===== src/rtl/trap_ctrl_pkg.sv =====
// Shared constants, state encoding and mstatus update helpers for the trap sequencer.
package trap_ctrl_pkg;

    localparam logic [11:0] CSR_MSTATUS = 12'h300;
    localparam logic [11:0] CSR_MTVEC   = 12'h305;
    localparam logic [11:0] CSR_MEPC    = 12'h341;
    localparam logic [11:0] CSR_MCAUSE  = 12'h342;
    localparam logic [11:0] CSR_MTVAL   = 12'h343;

    localparam logic [31:0] CAUSE_ILLEGAL = 32'd2;
    localparam logic [31:0] CAUSE_EBREAK  = 32'd3;
    localparam logic [31:0] CAUSE_ECALL   = 32'd11;
    localparam logic [31:0] CAUSE_MEI     = 32'h8000_000B;
    localparam logic [31:0] CAUSE_MSI     = 32'h8000_0003;
    localparam logic [31:0] CAUSE_MTI     = 32'h8000_0007;

    typedef enum logic [2:0] {
        ST_IDLE      = 3'd0,
        ST_W_MEPC    = 3'd1,
        ST_W_MCAUSE  = 3'd2,
        ST_W_MTVAL   = 3'd3,
        ST_W_MSTATUS = 3'd4,
        ST_T_JUMP    = 3'd5,
        ST_R_MSTATUS = 3'd6,
        ST_R_JUMP    = 3'd7
    } trap_state_e;

    // Trap entry: MPIE takes the old MIE, MIE is cleared.
    function automatic logic [31:0] mstatus_on_trap(input logic [31:0] cur);
        logic [31:0] res;
        res    = cur;
        res[7] = cur[3];
        res[3] = 1'b0;
        return res;
    endfunction

    // Trap return: MIE takes MPIE, MPIE is set.
    function automatic logic [31:0] mstatus_on_mret(input logic [31:0] cur);
        logic [31:0] res;
        res    = cur;
        res[3] = cur[7];
        res[7] = 1'b1;
        return res;
    endfunction

endpackage


===== src/rtl/trap_ctrl_prio.sv =====
// Combinational priority encoder: picks the trap or mret to accept and forms cause/epc/tval.
module trap_ctrl_prio
    import trap_ctrl_pkg::*;
(
    input  logic        hx_valid,
    input  logic        mie,
    input  logic        illegal,
    input  logic        ebreak,
    input  logic        ecall,
    input  logic        mret,
    input  logic        ex_irq,
    input  logic        soft_irq,
    input  logic        tcmp_irq,
    input  logic [31:0] pc,
    input  logic [31:0] next_pc,
    input  logic [31:0] inst,
    output logic        take_trap,
    output logic        take_mret,
    output logic [31:0] cause,
    output logic [31:0] epc,
    output logic [31:0] tval
);

    // Exceptions beat mret, mret beats interrupts.
    always_comb begin
        take_trap = 1'b0;
        take_mret = 1'b0;
        cause     = 32'd0;
        epc       = 32'd0;
        tval      = 32'd0;
        if (!hx_valid) begin
            take_trap = 1'b0;
        end else if (illegal) begin
            take_trap = 1'b1;
            cause     = CAUSE_ILLEGAL;
            epc       = pc;
            tval      = inst;
        end else if (ebreak) begin
            take_trap = 1'b1;
            cause     = CAUSE_EBREAK;
            epc       = pc;
            tval      = pc;
        end else if (ecall) begin
            take_trap = 1'b1;
            cause     = CAUSE_ECALL;
            epc       = pc;
        end else if (mret) begin
            take_mret = 1'b1;
        end else if (mie && ex_irq) begin
            take_trap = 1'b1;
            cause     = CAUSE_MEI;
            epc       = next_pc;
        end else if (mie && soft_irq) begin
            take_trap = 1'b1;
            cause     = CAUSE_MSI;
            epc       = next_pc;
        end else if (mie && tcmp_irq) begin
            take_trap = 1'b1;
            cause     = CAUSE_MTI;
            epc       = next_pc;
        end else begin
            take_trap = 1'b0;
        end
    end

endmodule


===== src/rtl/trap_ctrl.sv =====
// Trap sequencer: writes mepc/mcause/mtval/mstatus on trap entry and mstatus on mret,
// then redirects fetch; stalls the pipeline while it owns the trap CSR channel.
module trap_ctrl
    import trap_ctrl_pkg::*;
#(
    parameter bit VECTORED_EN = 1'b1
) (
    input  logic        clk,
    input  logic        rst_n,
    input  logic        hx_valid,
    input  logic [31:0] pc_i,
    input  logic [31:0] next_pc_i,
    input  logic [31:0] inst_i,
    input  logic        ecall_i,
    input  logic        ebreak_i,
    input  logic        illegal_i,
    input  logic        mret_i,
    input  logic        ex_trap_valid_i,
    input  logic        soft_trap_valid_i,
    input  logic        tcmp_trap_valid_i,
    input  logic        mstatus_MIE3_i,
    output logic        trap_csr_we_o,
    output logic [11:0] trap_csr_addr_o,
    output logic [31:0] trap_csr_wdata_o,
    input  logic [31:0] trap_csr_rdata_i,
    output logic        hold_o,
    output logic        trap_jump_o,
    output logic [31:0] trap_jump_addr_o
);

    trap_state_e state_r, state_next_s;
    logic [31:0] cause_r, epc_r, tval_r;
    logic        take_trap_s, take_mret_s, accept_en_s;
    logic [31:0] cause_s, epc_s, tval_s;
    logic [31:0] base_s, vec_off_s;

    trap_ctrl_prio u_prio (
        .hx_valid  (hx_valid),
        .mie       (mstatus_MIE3_i),
        .illegal   (illegal_i),
        .ebreak    (ebreak_i),
        .ecall     (ecall_i),
        .mret      (mret_i),
        .ex_irq    (ex_trap_valid_i),
        .soft_irq  (soft_trap_valid_i),
        .tcmp_irq  (tcmp_trap_valid_i),
        .pc        (pc_i),
        .next_pc   (next_pc_i),
        .inst      (inst_i),
        .take_trap (take_trap_s),
        .take_mret (take_mret_s),
        .cause     (cause_s),
        .epc       (epc_s),
        .tval      (tval_s)
    );

    // A request held during reset must not show up as a stall.
    assign accept_en_s = (state_r == ST_IDLE) && rst_n;
    assign base_s      = {trap_csr_rdata_i[31:2], 2'b00};
    assign vec_off_s   = {1'b0, cause_r[30:0]} << 2;

    // State register and trap context latches.
    always_ff @(posedge clk) begin
        if (!rst_n) begin
            state_r <= ST_IDLE;
            cause_r <= 32'd0;
            epc_r   <= 32'd0;
            tval_r  <= 32'd0;
        end else begin
            state_r <= state_next_s;
            if (accept_en_s && take_trap_s) begin
                cause_r <= cause_s;
                epc_r   <= epc_s;
                tval_r  <= tval_s;
            end else begin
                cause_r <= cause_r;
                epc_r   <= epc_r;
                tval_r  <= tval_r;
            end
        end
    end

    // Next-state and CSR channel / redirect outputs.
    always_comb begin
        state_next_s     = state_r;
        trap_csr_we_o    = 1'b0;
        trap_csr_addr_o  = 12'h000;
        trap_csr_wdata_o = 32'd0;
        trap_jump_o      = 1'b0;
        trap_jump_addr_o = 32'd0;
        hold_o           = (state_r != ST_IDLE) || (accept_en_s && (take_trap_s || take_mret_s));
        case (state_r)
            ST_IDLE: begin
                if (accept_en_s && take_trap_s) begin
                    state_next_s = ST_W_MEPC;
                end else if (accept_en_s && take_mret_s) begin
                    state_next_s = ST_R_MSTATUS;
                end else begin
                    state_next_s = ST_IDLE;
                end
            end
            ST_W_MEPC: begin
                trap_csr_we_o    = 1'b1;
                trap_csr_addr_o  = CSR_MEPC;
                trap_csr_wdata_o = epc_r;
                state_next_s     = ST_W_MCAUSE;
            end
            ST_W_MCAUSE: begin
                trap_csr_we_o    = 1'b1;
                trap_csr_addr_o  = CSR_MCAUSE;
                trap_csr_wdata_o = cause_r;
                state_next_s     = ST_W_MTVAL;
            end
            ST_W_MTVAL: begin
                trap_csr_we_o    = 1'b1;
                trap_csr_addr_o  = CSR_MTVAL;
                trap_csr_wdata_o = tval_r;
                state_next_s     = ST_W_MSTATUS;
            end
            ST_W_MSTATUS: begin
                trap_csr_we_o    = 1'b1;
                trap_csr_addr_o  = CSR_MSTATUS;
                trap_csr_wdata_o = mstatus_on_trap(trap_csr_rdata_i);
                state_next_s     = ST_T_JUMP;
            end
            ST_T_JUMP: begin
                trap_csr_addr_o = CSR_MTVEC;
                trap_jump_o     = 1'b1;
                // Vectored mode applies only to interrupts (cause MSB set).
                if (VECTORED_EN && cause_r[31] && (trap_csr_rdata_i[1:0] == 2'b01)) begin
                    trap_jump_addr_o = base_s + vec_off_s;
                end else begin
                    trap_jump_addr_o = base_s;
                end
                state_next_s = ST_IDLE;
            end
            ST_R_MSTATUS: begin
                trap_csr_we_o    = 1'b1;
                trap_csr_addr_o  = CSR_MSTATUS;
                trap_csr_wdata_o = mstatus_on_mret(trap_csr_rdata_i);
                state_next_s     = ST_R_JUMP;
            end
            ST_R_JUMP: begin
                trap_csr_addr_o  = CSR_MEPC;
                trap_jump_o      = 1'b1;
                trap_jump_addr_o = base_s;
                state_next_s     = ST_IDLE;
            end
            default: begin
                state_next_s = ST_IDLE;
            end
        endcase
    end

endmodule


===== config.mk =====
export PLATFORM = sky130hd
export DESIGN_NAME = trap_ctrl
export DESIGN_NICKNAME = d
export VERILOG_FILES = /design/src/rtl/trap_ctrl_pkg.sv /design/src/rtl/trap_ctrl_prio.sv /design/src/rtl/trap_ctrl.sv
export SDC_FILE = /design/constraint.sdc
export NUM_CORES = 1
export LEC_CHECK = 0
export BUFFER_PORTS_ARGS = -buffer_cell sky130_fd_sc_hd__buf_2
export CAP_MARGIN = 20
export CORE_ASPECT_RATIO = 1.1
export CORE_MARGIN = 2
export CORE_UTILIZATION = 53
export DETAILED_ROUTE_END_ITERATION = 8
export PLACE_DENSITY = 0.95
export SLEW_MARGIN = 0
export SYNTH_ARGS = -nofsm -noshare
export SYNTH_HDL_FRONTEND = slang
export SYNTH_SLANG_ARGS = --single-unit

===== constraint.sdc =====
create_clock -name clk -period 4.2 [get_ports clk]
set_clock_uncertainty 0.15 [all_clocks]
set_input_delay 0.21 -clock clk [delete_from_list [all_inputs] [get_ports clk]]
set_output_delay 0.21 -clock clk [all_outputs]
set_load 0.02 [all_outputs]

Yosys cells after proc, flatten, opt, wreduce, memory -nomap -nowiden
Cells that the tools add are included.
Widths: inputs -> output; s select.
- register bits: 99
- input port bits: 139
- output and inout bits: 79
- word-level logic and storage cells: 70
- equality and inequality tests: 8
- muxes and demuxes: 41
- reduce and logical (&&, ||, !) cells: 16
- add/sub/neg operators: 1
- operators by type and width (kind ; count):
    $mux 32 ; 20
    $pmux 32 s5 ; 1
    $pmux 32 s2 ; 1
    $pmux 10 s5 ; 1
    $add 32x32->32 ; 1
    $pmux 3 s7 ; 1
    $mux 1 ; 15
    $eq 3x3->1 const B ; 4
    $logic_and 1x1->1 ; 8
    $eq 3x2->1 const B ; 2
    $mux 3 ; 2
    $reduce_or 2->1 ; 3
    $reduce_or 5->1 ; 1
    $eq 3x1->1 const B ; 1
    $logic_not 3->1 ; 1
    $reduce_bool 3->1 ; 1
    $eq 2x1->1 const B ; 1
    $logic_or 1x1->1 ; 2

Logic depth before layout (Yosys ltp)
Gate-level depths: netlist (run 1).
- depth in word-level cells: 12
- mapped depth: 8
- mapped depth without buffers: 7

Modules after synthesis
Synthesis (run 1) repeated with hierarchy kept, for this count alone.
- cell total of the unflattened synthesis: 1016
- area total of the unflattened synthesis: 7488.4 µm²
- modules (own cells, without submodules) (module ; sequential area each (µm²) ; instances ; area each (µm²) ; cells an instance):
    trap_ctrl ; 1981.9 ; 1 ; 6282.3 ; 856
    trap_ctrl_prio ; 0.0 ; 1 ; 1206.2 ; 160

Least setup slack after synthesis (run 1)
OpenSTA, ideal clock, no wires.
- kind: register to output
- from: reg cause_r[0]
- to: out trap_jump_addr_o[26]
- stages on the path, launching flop included: 8
- path buffers: 1
- required time: 3.840 ns
- arrival: 2.385 ns
- slack: 1.455 ns
- cell sequence: dfxtp_1 > ha_1 > inv_1 > fa_1 > nand2b_1 > a211o_1 > clkbuf_1 > o41ai_1
- cells in the longest elaborated chain, start to end: 3
- RTL lines (element ; RTL line ; RTL):
    start, declared ; trap_ctrl.sv:32 ; logic [31:0] cause_r, epc_r, tval_r;
    start signal, assigned ; trap_ctrl.sv:72 ; cause_r <= cause_s;
    start signal, assigned ; trap_ctrl.sv:76 ; cause_r <= cause_r;
    $add 32x32->32 ; trap_ctrl.sv:131 ; trap_jump_addr_o = base_s + vec_off_s;
    $mux 32 ; trap_ctrl.sv:130 ; if (VECTORED_EN && cause_r[31] && (trap_csr_rdata_i[1:0] == 2'b01)) begin
    $pmux 32 s2 ; trap_ctrl.sv:92 ; case (state_r)
    end, declared ; trap_ctrl.sv:28 ; output logic [31:0] trap_jump_addr_o
Every way passes these cells.

Worst setup path in the final report (run 1)
- from: reg state_r[1]
- to: out trap_jump_addr_o[28]
- cells in the longest elaborated chain, start to end: 2
- elaborated cells on any way between the ends: 3
- RTL lines (element ; RTL line ; RTL):
    start, declared ; trap_ctrl.sv:31 ; trap_state_e state_r, state_next_s;
    start signal, assigned ; trap_ctrl.sv:70 ; state_r <= state_next_s;
    $eq 3x3->1 ; trap_ctrl.sv:92 ;
    $pmux 32 s2 * ; trap_ctrl.sv:92 ;
Mark *: on every way between the ends. The rest lies on a longest branch, timed or not.

==> results of run 1 <==
Yosys cell counts (all sizes together) (3+ instances only):
master,n
a211o,3
a211oi,4
a21oi,26
a22oi,32
and2,5
and4,5
buf,33
clkbuf,48
dfxtp,72
ha,4
inv,11
mux2i,38
nand2,58
nand2b,16
nand3,41
nand4,8
nor2,50
nor3,3
nor4,40
o211a,64
o21a,3
o21ai,70
o22ai,3
o311ai,6
o31ai,7
o41ai,6
or3,5
or4,7
area by class of cell:
type                       count  area share [%]
tap                          120            2.32
clock inverter                 3           0.618
multi-input combinational    528            54.2
inverter                      11           0.637
antenna                        1          0.0386
clock buffer                  13            2.45
timing repair buffer         221            17.5
sequential                    72            22.3
cell families after synthesis:
| group | Yosys count |
|---|---|
| compound gates | 232 |
| xor+xnor | 1 |
| fa+ha+maj | 5 |
| buf+inv | 92 |
| flops | 72 |
| mux | 38 |
| other cells | 1 |
| simple gates | 244 |
path summary, 6_finish.rpt:
path / start / endpoint / slack (ns)
setup reg to reg: state_r[1] / epc_r[20] / 1.39
setup / recovery: state_r[1] / trap_jump_addr_o[28] / 0.78
hold reg to reg: tval_r[21] / tval_r[21] / 0.35
hold / removal: mret_i / state_r[2] / 0.05
sequential cells by signal, summed over array words and instances (netlist names):
name,count
epc_r,32
cause_r,5
state_r,3
tval_r,32
metrics by stage:
stage               instance area, sq um  hold WS [ns]  std cells
finish                              6480        0.0542        969
global route                        6480        0.0927        968
CTS                                 6480        0.0414        968
detailed placement                  6280         0.336        952
global placement                    6280         0.328        952
floorplan                           5340         0.203        692
cells in the final DEF (no fill, tap or decap), types with 2 or more instances in the layout:
| cell type | n |
|---|---|
| sky130_fd_sc_hd__nand4_2 | 2 |
| sky130_fd_sc_hd__nand3_1 | 41 |
| sky130_fd_sc_hd__o22ai_1 | 3 |
| sky130_fd_sc_hd__nand4_1 | 5 |
| sky130_fd_sc_hd__a21o_1 | 2 |
| sky130_fd_sc_hd__a22oi_1 | 32 |
| sky130_fd_sc_hd__a211o_1 | 3 |
| sky130_fd_sc_hd__nand2b_1 | 16 |
| sky130_fd_sc_hd__buf_2 | 209 |
| sky130_fd_sc_hd__nor4_1 | 35 |
| sky130_fd_sc_hd__nand2_1 | 57 |
| sky130_fd_sc_hd__o21a_1 | 3 |
| sky130_fd_sc_hd__o311ai_0 | 6 |
| sky130_fd_sc_hd__buf_4 | 12 |
| sky130_fd_sc_hd__clkbuf_1 | 2 |
| sky130_fd_sc_hd__ha_1 | 4 |
| sky130_fd_sc_hd__nor2_1 | 50 |
| sky130_fd_sc_hd__nor3_4 | 2 |
| sky130_fd_sc_hd__o31ai_1 | 7 |
| sky130_fd_sc_hd__o41ai_1 | 6 |
| sky130_fd_sc_hd__mux2i_1 | 38 |
| sky130_fd_sc_hd__inv_1 | 11 |
| sky130_fd_sc_hd__nor2b_2 | 2 |
| sky130_fd_sc_hd__and4_1 | 5 |
| sky130_fd_sc_hd__a21oi_1 | 26 |
| sky130_fd_sc_hd__dfxtp_1 | 71 |
| sky130_fd_sc_hd__a211oi_1 | 4 |
| sky130_fd_sc_hd__nor4_2 | 5 |
| sky130_fd_sc_hd__or3_1 | 5 |
| sky130_fd_sc_hd__or4_1 | 7 |
| sky130_fd_sc_hd__and2_1 | 4 |
| sky130_fd_sc_hd__conb_1 | 8 |
| sky130_fd_sc_hd__o211a_1 | 64 |
| sky130_fd_sc_hd__clkinv_2 | 2 |
| sky130_fd_sc_hd__clkbuf_8 | 11 |
| sky130_fd_sc_hd__o21ai_0 | 69 |
worst max-delay path: cells and delay by family (launching register included):
kind	cells	cell delay [ns]
flip-flops	1	0.63
buffers and inverters	1	0.18
AND/OR/NAND/NOR	3	1.69
multiplexers	1	0.22
where the power goes:
part | internal (mW) | switching [mW]
clock network | 0.305 | 0.239
registers | 0.748 | 0.0618
logic | 0.199 | 0.298
total | 1.25 | 0.599
layer usage:
metal | part of all wire (%) | up-vias | track usage [%]
met5 | 0 | - | 0
met1 | 42 | 2805 | 41.4
li1 | - | 2895 | -
met4 | 1.8 | 0 | 11.7
met2 | 47 | 329 | 50.7
met3 | 8.8 | 30 | 5.45
==> results.txt, run 1 <==
- Critical Path Max Stage Delay: about 0.66 ns
* Clock tree from TritonCTS: yes
* Worst Path Required: 3.84 ns
- Average vias per placed instance: around 6.3
- On the critical path, the stage with the largest delay is an instance of sky130_fd_sc_hd__and4bb_1.
* Run status: complete, no violations
- Critical-path cell list: and4bb_1 -> nand4_2 -> nor4_1 -> mux2i_1 -> buf_2
- IR analysis of the VDD net gives a maximum drop of 0.000211 V.
- Post-synthesis instance total: between 600 and 700
- Of the cells placed in the final design, the portion with a size suffix greater than 1 is between 20 and 30%.
* Per-cell routed wire length: 17.7 um
- For the worst setup path, the data arrival time is between 3 and 4 ns.
- Average size of a mapped cell: between 7 and 8 sq um
* Synthesized-area fraction occupied by xor and xnor cells: less than 1%
* Number of max-cap violations: 0
- In this run, the number of DRC markers left after iteration 0 of detailed routing was roughly 600.
* Initial cell density of the core: about 54%
- Fillers: between 800 and 900
- Startpoint type of the worst setup path: register
* Area inside the core boundary: roughly 10000 sq um
* Die Footprint: approximately 11,000 sq um
- DRC violation count after routing: 0
- Clk sinks: about 70
- Number of buffer cells added on primary ports: 209
* Cell type contributing the most total cell area after synthesis: sky130_fd_sc_hd__dfxtp_1
* Share of the cycle needed by the critical path after routing: between 80% and 90%
- By area, the combinational part of the netlist is dominated by compound AO/OA/AOI/OAI gates.
- Hold Path Stages: 3
- Setup violations remaining at the end of the flow were counted as 0.
* Final wirelength: between 15,000 and 20,000 um
* EDFF count, synth: 0
* Antenna violations before repair: 0
* Endpoint kind of the worst setup timing path: output port
- DIE HEIGHT: approximately 110 um
- Biggest fanout along the worst timing path: 36
* Final-report max-slew violation count: 0
- Adder-cell area share of the yosys netlist: between 1 and 1.5%
* Remaining Overflow, GRT: 0
- Remaining number of nets flagged by the antenna check after routing: 0
* Total number of H-tree levels: 3
* Async set or reset register ratio after synthesis: 0%
- The die is ~100 um wide.
* I/O pin cnt: about 220
- Critical Setup Path Class: register to output port
- Timing would allow up to between 200 and 300 MHz.
* Proportion of synthesized chip area in sequential cells: a little over a quarter
- At the pin with the least slew margin, the transition time is a little over 1 ns.
- The synthesized netlist occupies a cell area of between 5000 and 6000 sq um.
- Summed over all cells, the static leakage comes to approximately 3.3 nW.
- Of the post-synthesis cell area, the part taken by muxes is 7.16%.
* Buffer cell driving the clock tree root: sky130_fd_sc_hd__clkbuf_8
- Portion of synthesized cell area occupied by the leading cell type: 27.1%
- Total power after layout: around 1.9 mW
- The first TritonRoute pass finished after 8 iterations.
- For this design, the CTS-stage hold fixing added 0 buffers.
- Summing all flip-flop and latch instances after layout gives 1440 sq um.
- Buffers inserted during clock tree synthesis total 9.
- Weighted congestion at the end of routability-driven global placement: a little over 0.9
* Clock network latency to the later pin of the worst-skew pair: approximately 0.34 ns
- Power Density: between 200 and 300 nW/um^2
* Layout Area Growth over Synthesis: 22.0%
- The clock period could shrink to 3.42 ns.
- In this run the tightest slew margin relative to its limit is about 33%.
* Worst path setup slack after routing: between 0.7 and 0.8 ns
- Net count, final: around 990
- Summing all multi-input logic gate instances after layout gives roughly 3500 sq um.
- OpenSTA, run right after detailed placement, puts the worst setup slack at approximately 1.2 ns.
- No sink is reached through more buffers than the 2 on the longest clock path.
- Area fraction in compound gates after synthesis: roughly a third
- The number of cells on the worst reg-to-reg path is 5.
- Post-route core utilization: approximately two thirds
* Top cells by area, synth: sky130_fd_sc_hd__dfxtp_1 (27%), sky130_fd_sc_hd__o211a_1 (12%), sky130_fd_sc_hd__mux2i_1 (7.2%), sky130_fd_sc_hd__o21ai_0 (6.5%), sky130_fd_sc_hd__a22oi_1 (4.5%)
- Setup TNS: 0 ns
- Most used flip-flop cell after synthesis: sky130_fd_sc_hd__dfxtp_1
- Global routing usage summed across all routing layers: a little under a third
- The synthesized design contains 72 register bits.
* Kind of path behind the tightest hold check: input port to register
- Global-route wire length before repair: roughly 27,000 um
* Post-CTS setup repair buffer count: 0
- Of the total synthesized cell area, the portion taken by AND, OR, NAND and NOR gates is approximately a quarter.
- Post-CTS repair changed the size of 0 cells.
* Final-report hold violation count: 0
* Largest net degree at the start of global routing: 74
* Unrepaired setup endpoints after global routing: no
* Synth warn: 0
- The detailed router placed 6,059 vias in this run.
- Once detailed placement completed, the half-perimeter wirelength came to about 13,000 um.
- Synthesis instantiated 51 different standard cells from the library.
- Clock transition at the registers of the reported paths: about 0.07 ns
- Via count of the first global-routing pass: 5,393
* Floorplan row count: 38
(Power assumes the default switching activity.)
==> inputs of run 2 (changes only) <==
CORE_UTILIZATION = 49   (was 53)
PLACE_DENSITY = 0.91   (was 0.95)
clock period = 3.3 ns   (was 4.2 ns; I/O delays follow)
==> run 2 against run 1 <==
  * Critical path depth increased by 3
  * Die area increased by 7.8%
  * Non-clock buffer count increased by 8
  * Sequential cell count unchanged
  * Combinational power increased by 36%
  * First-iteration DRC count increased by 0.84%
  * Clock power increased by 80%
  * Largest cell class unchanged
==> results.txt, run 2 (synthesis results as in run 1) <==
- Via count of the first global-routing pass: 5,506 (+2.1%)
- Clk sinks: 72 (unchanged)
- Origin of the worst setup path: cause_r[0]
- The chip height was 113 um (+3.9%).
- Run status: complete, no violations
* Global-route wire length before repair: 27,400 um (+1.6%)
- Post-route core utilization: 63.7% (-2.5 points)
* DRC violation count after routing: 0 (unchanged)
- I/O pin cnt: 218 (unchanged)
* Initial cell density of the core: 50.7% (-3.6 points)
- Pleak: 3.38 nW (+2.8%)
- The highest fanout seen on the critical path is 11 (-69%).
- Number of resized instances in the post-cts repair step: 0 (unchanged)
- WP data arrival: 2.70 ns (-0.36 ns)
- The worst-case register-to-register setup slack came to 0.83 ns (-0.56 ns).
- Family with the most delay on the worst path: compound AO/OA/AOI/OAI gates
* Remaining number of nets flagged by the antenna check after routing: 0 (unchanged)
* Total stage count of the critical path: 8 (+3)
- The routability-driven placement congestion ratio was 0.920 (-1.7%).
- Clock transition at the registers of the reported paths: 0.06 ns (about the same)
- Post-CTS setup repair buffer count: 0 (unchanged)
* CTS buffer count: 9 (unchanged)
- Launch point of the worst hold path: mret_i
* Final-report max-slew violation count: 0 (unchanged)
- TritonCTS built the clock tree.
- Crit Reg-Reg Startpoint: state_r[1]
- The maximum clock insertion buffer count is 2 (unchanged).
* Clock network latency to the later pin of the worst-skew pair: 0.33 ns (about the same)
- Largest net degree at the start of global routing: 68 (-8.1%)
* Kind of path behind the tightest hold check: input port to register
* Die Footprint: 11,700 sq um (+7.8%)
- Buffer cell driving the clock tree root: sky130_fd_sc_hd__clkbuf_16
* Largest registers ranked by flip-flop count: epc_r: 32 flops, tval_r: 32 flops, cause_r: 5 flops
- Average vias per placed instance: 6.16 (-1.5%)
- Crit path buf inv count: 2 (+1)
- Slew at the pin with the worst max-slew slack: 0.877 ns (-0.134 ns)
- The area growth from synthesis to layout is 25.7%.
- Final HPWL DP: 13,000 um (+3.4%)
- The number of max-capacitance violations reported came to 0 (unchanged).
- The fraction of layout cells with a size suffix above 1 was 30.5% (+0.66 points).
- Hold_buf cts: 0 (unchanged)
- Leaving out fill and tap cells, the most frequent cells in the layout are sky130_fd_sc_hd__buf_2 (209), sky130_fd_sc_hd__dfxtp_1 (71), sky130_fd_sc_hd__o21ai_0 (69).
- Global routing usage summed across all routing layers: 29.6% (-1.6 points)
- Traced cell by cell, the critical path runs through ha_1 -> inv_1 -> fa_1 -> nand2b_1 -> a211o_1 -> o311ai_0 -> o41ai_1 -> buf_2.
- The number of hold-slack violations in the final timing report came to 0 (unchanged).
- The count of cells along the worst hold path is 3 (unchanged).
- Per-cell routed wire length: 17.8 um (+0.33%)
- Vias: 6,152 (+1.5%)
- The antenna diode count is 0 (-1).
* Capture point of the worst reg-to-reg path: epc_r[23]
- The worst setup path is captured at an output port.
- The total detailed-routing wirelength was 17,800 um (+3.4%).
* Max IR drop VDD: 0.000318 V (+51%)
- Most common cell after layout, fill and taps aside: sky130_fd_sc_hd__buf_2
* Width of the chip: 103 um (+3.8%)
- Power Density: 398 nW/um^2 (+39%)
* Detailed Route Iter0 Violations: 597 (+0.84%)
- Net count, final: 995 (+0.81%)
- Critical Setup Path Class: register to output port
* Fmax achieved: 332 MHz
* Worst Path Required: 2.98 ns (-0.86 ns)
- Setup TNS: 0 ns (unchanged)
- The path with the worst hold slack has its endpoint at state_r[1].
- The clock period could shrink to roughly 3 ns.
* Remaining Overflow, GRT: 0 (unchanged)
- The number of inserted filler cells in the final layout came to 894 (+4.2%).
- The number of antenna violations at the first check in global routing is 0 (unchanged).
- STA classifies the critical path startpoint as a register.
- Number of buffer cells added on primary ports: 209 (unchanged)
* Slew Limit Headroom: 41.1% (+8.5 points)
- Share of the cycle needed by the critical path after routing: about nine tenths
- Cell with the largest stage delay on the worst path: sky130_fd_sc_hd__a211o_1
* Unrepaired setup endpoints after global routing: no
- Final count of negative-setup-slack endpoints: 0 (unchanged)
- The number of placement rows came to 39 (+2.6%).
- The number of placed instances, taps included was 983 (+3.3%).
- The number of cell instances on the worst register-to-register path came to 5 (unchanged).
- The floorplan core area was 10,500 sq um (+7.1%).
* First drt pass iteration count: 6 (-2)
- Final Non-Filler Cells: 999 (+3.1%)
- The number of levels the H-tree was split into came to 3 (unchanged).
* Total power after layout: 2.66 mW (+44%)
* Critical Path Max Stage Delay: 0.43 ns (-0.23 ns)
run 2: layout make-up:
cell class | instances | area [sq um] | share of cell area (%)
clock inverters | 3 | 40.0 | 0.599
inverters | 11 | 41.3 | 0.618
clock buffers | 13 | 260 | 3.89
well taps | 143 | 179 | 2.68
flip-flops and latches | 72 | 1440 | 21.6
repair buffers | 229 | 1210 | 18.1
multi-input cells | 528 | 3510 | 52.5
run 2: routing by layer:
| layer | track usage, % | vias up | wire (um) |
|---|---|---|---|
| li1 | - | 2921 | - |
| met1 | 39.5 | 2869 | 7360 |
| met2 | 47.2 | 328 | 8380 |
| met3 | 6.49 | 34 | 1670 |
| met4 | 9.47 | 0 | 375 |
| met5 | 0 | - | 0 |
run 2: worst max path at each step:
stage	end
6_report	trap_jump_addr_o[20]
5_1_grt	trap_jump_addr_o[28]
4_1_cts	trap_jump_addr_o[20]
3_5_place_dp	trap_jump_addr_o[20]
3_3_place_gp	trap_jump_addr_o[28]
2_1_floorplan	trap_jump_addr_o[26]
run 2: report_power, final:
part / switching [mW] / internal, mW / leakage (nW)
sequential: 0.0474 / 0.953 / 0.591
clock: 0.356 / 0.624 / 0.150
combinational: 0.414 / 0.264 / 2.64
run 2: stage by stage:
step           setup WS (ns)  instance area, sq um  hold slack [ns]
3_3_place_gp           0.720                  6380            0.328
2_1_floorplan          0.600                  5340            0.158
3_5_place_dp           0.664                  6380            0.335
4_1_cts                0.307                  6680           0.0392
5_1_grt                0.103                  6680           0.0864
6_report               0.287                  6680           0.0398
run 2: worst min-delay path: stages:
cell and delay (ns):
sky130_fd_sc_hd__buf_2 0.11, sky130_fd_sc_hd__nand3_1 0.12, sky130_fd_sc_hd__a21oi_1 0.08
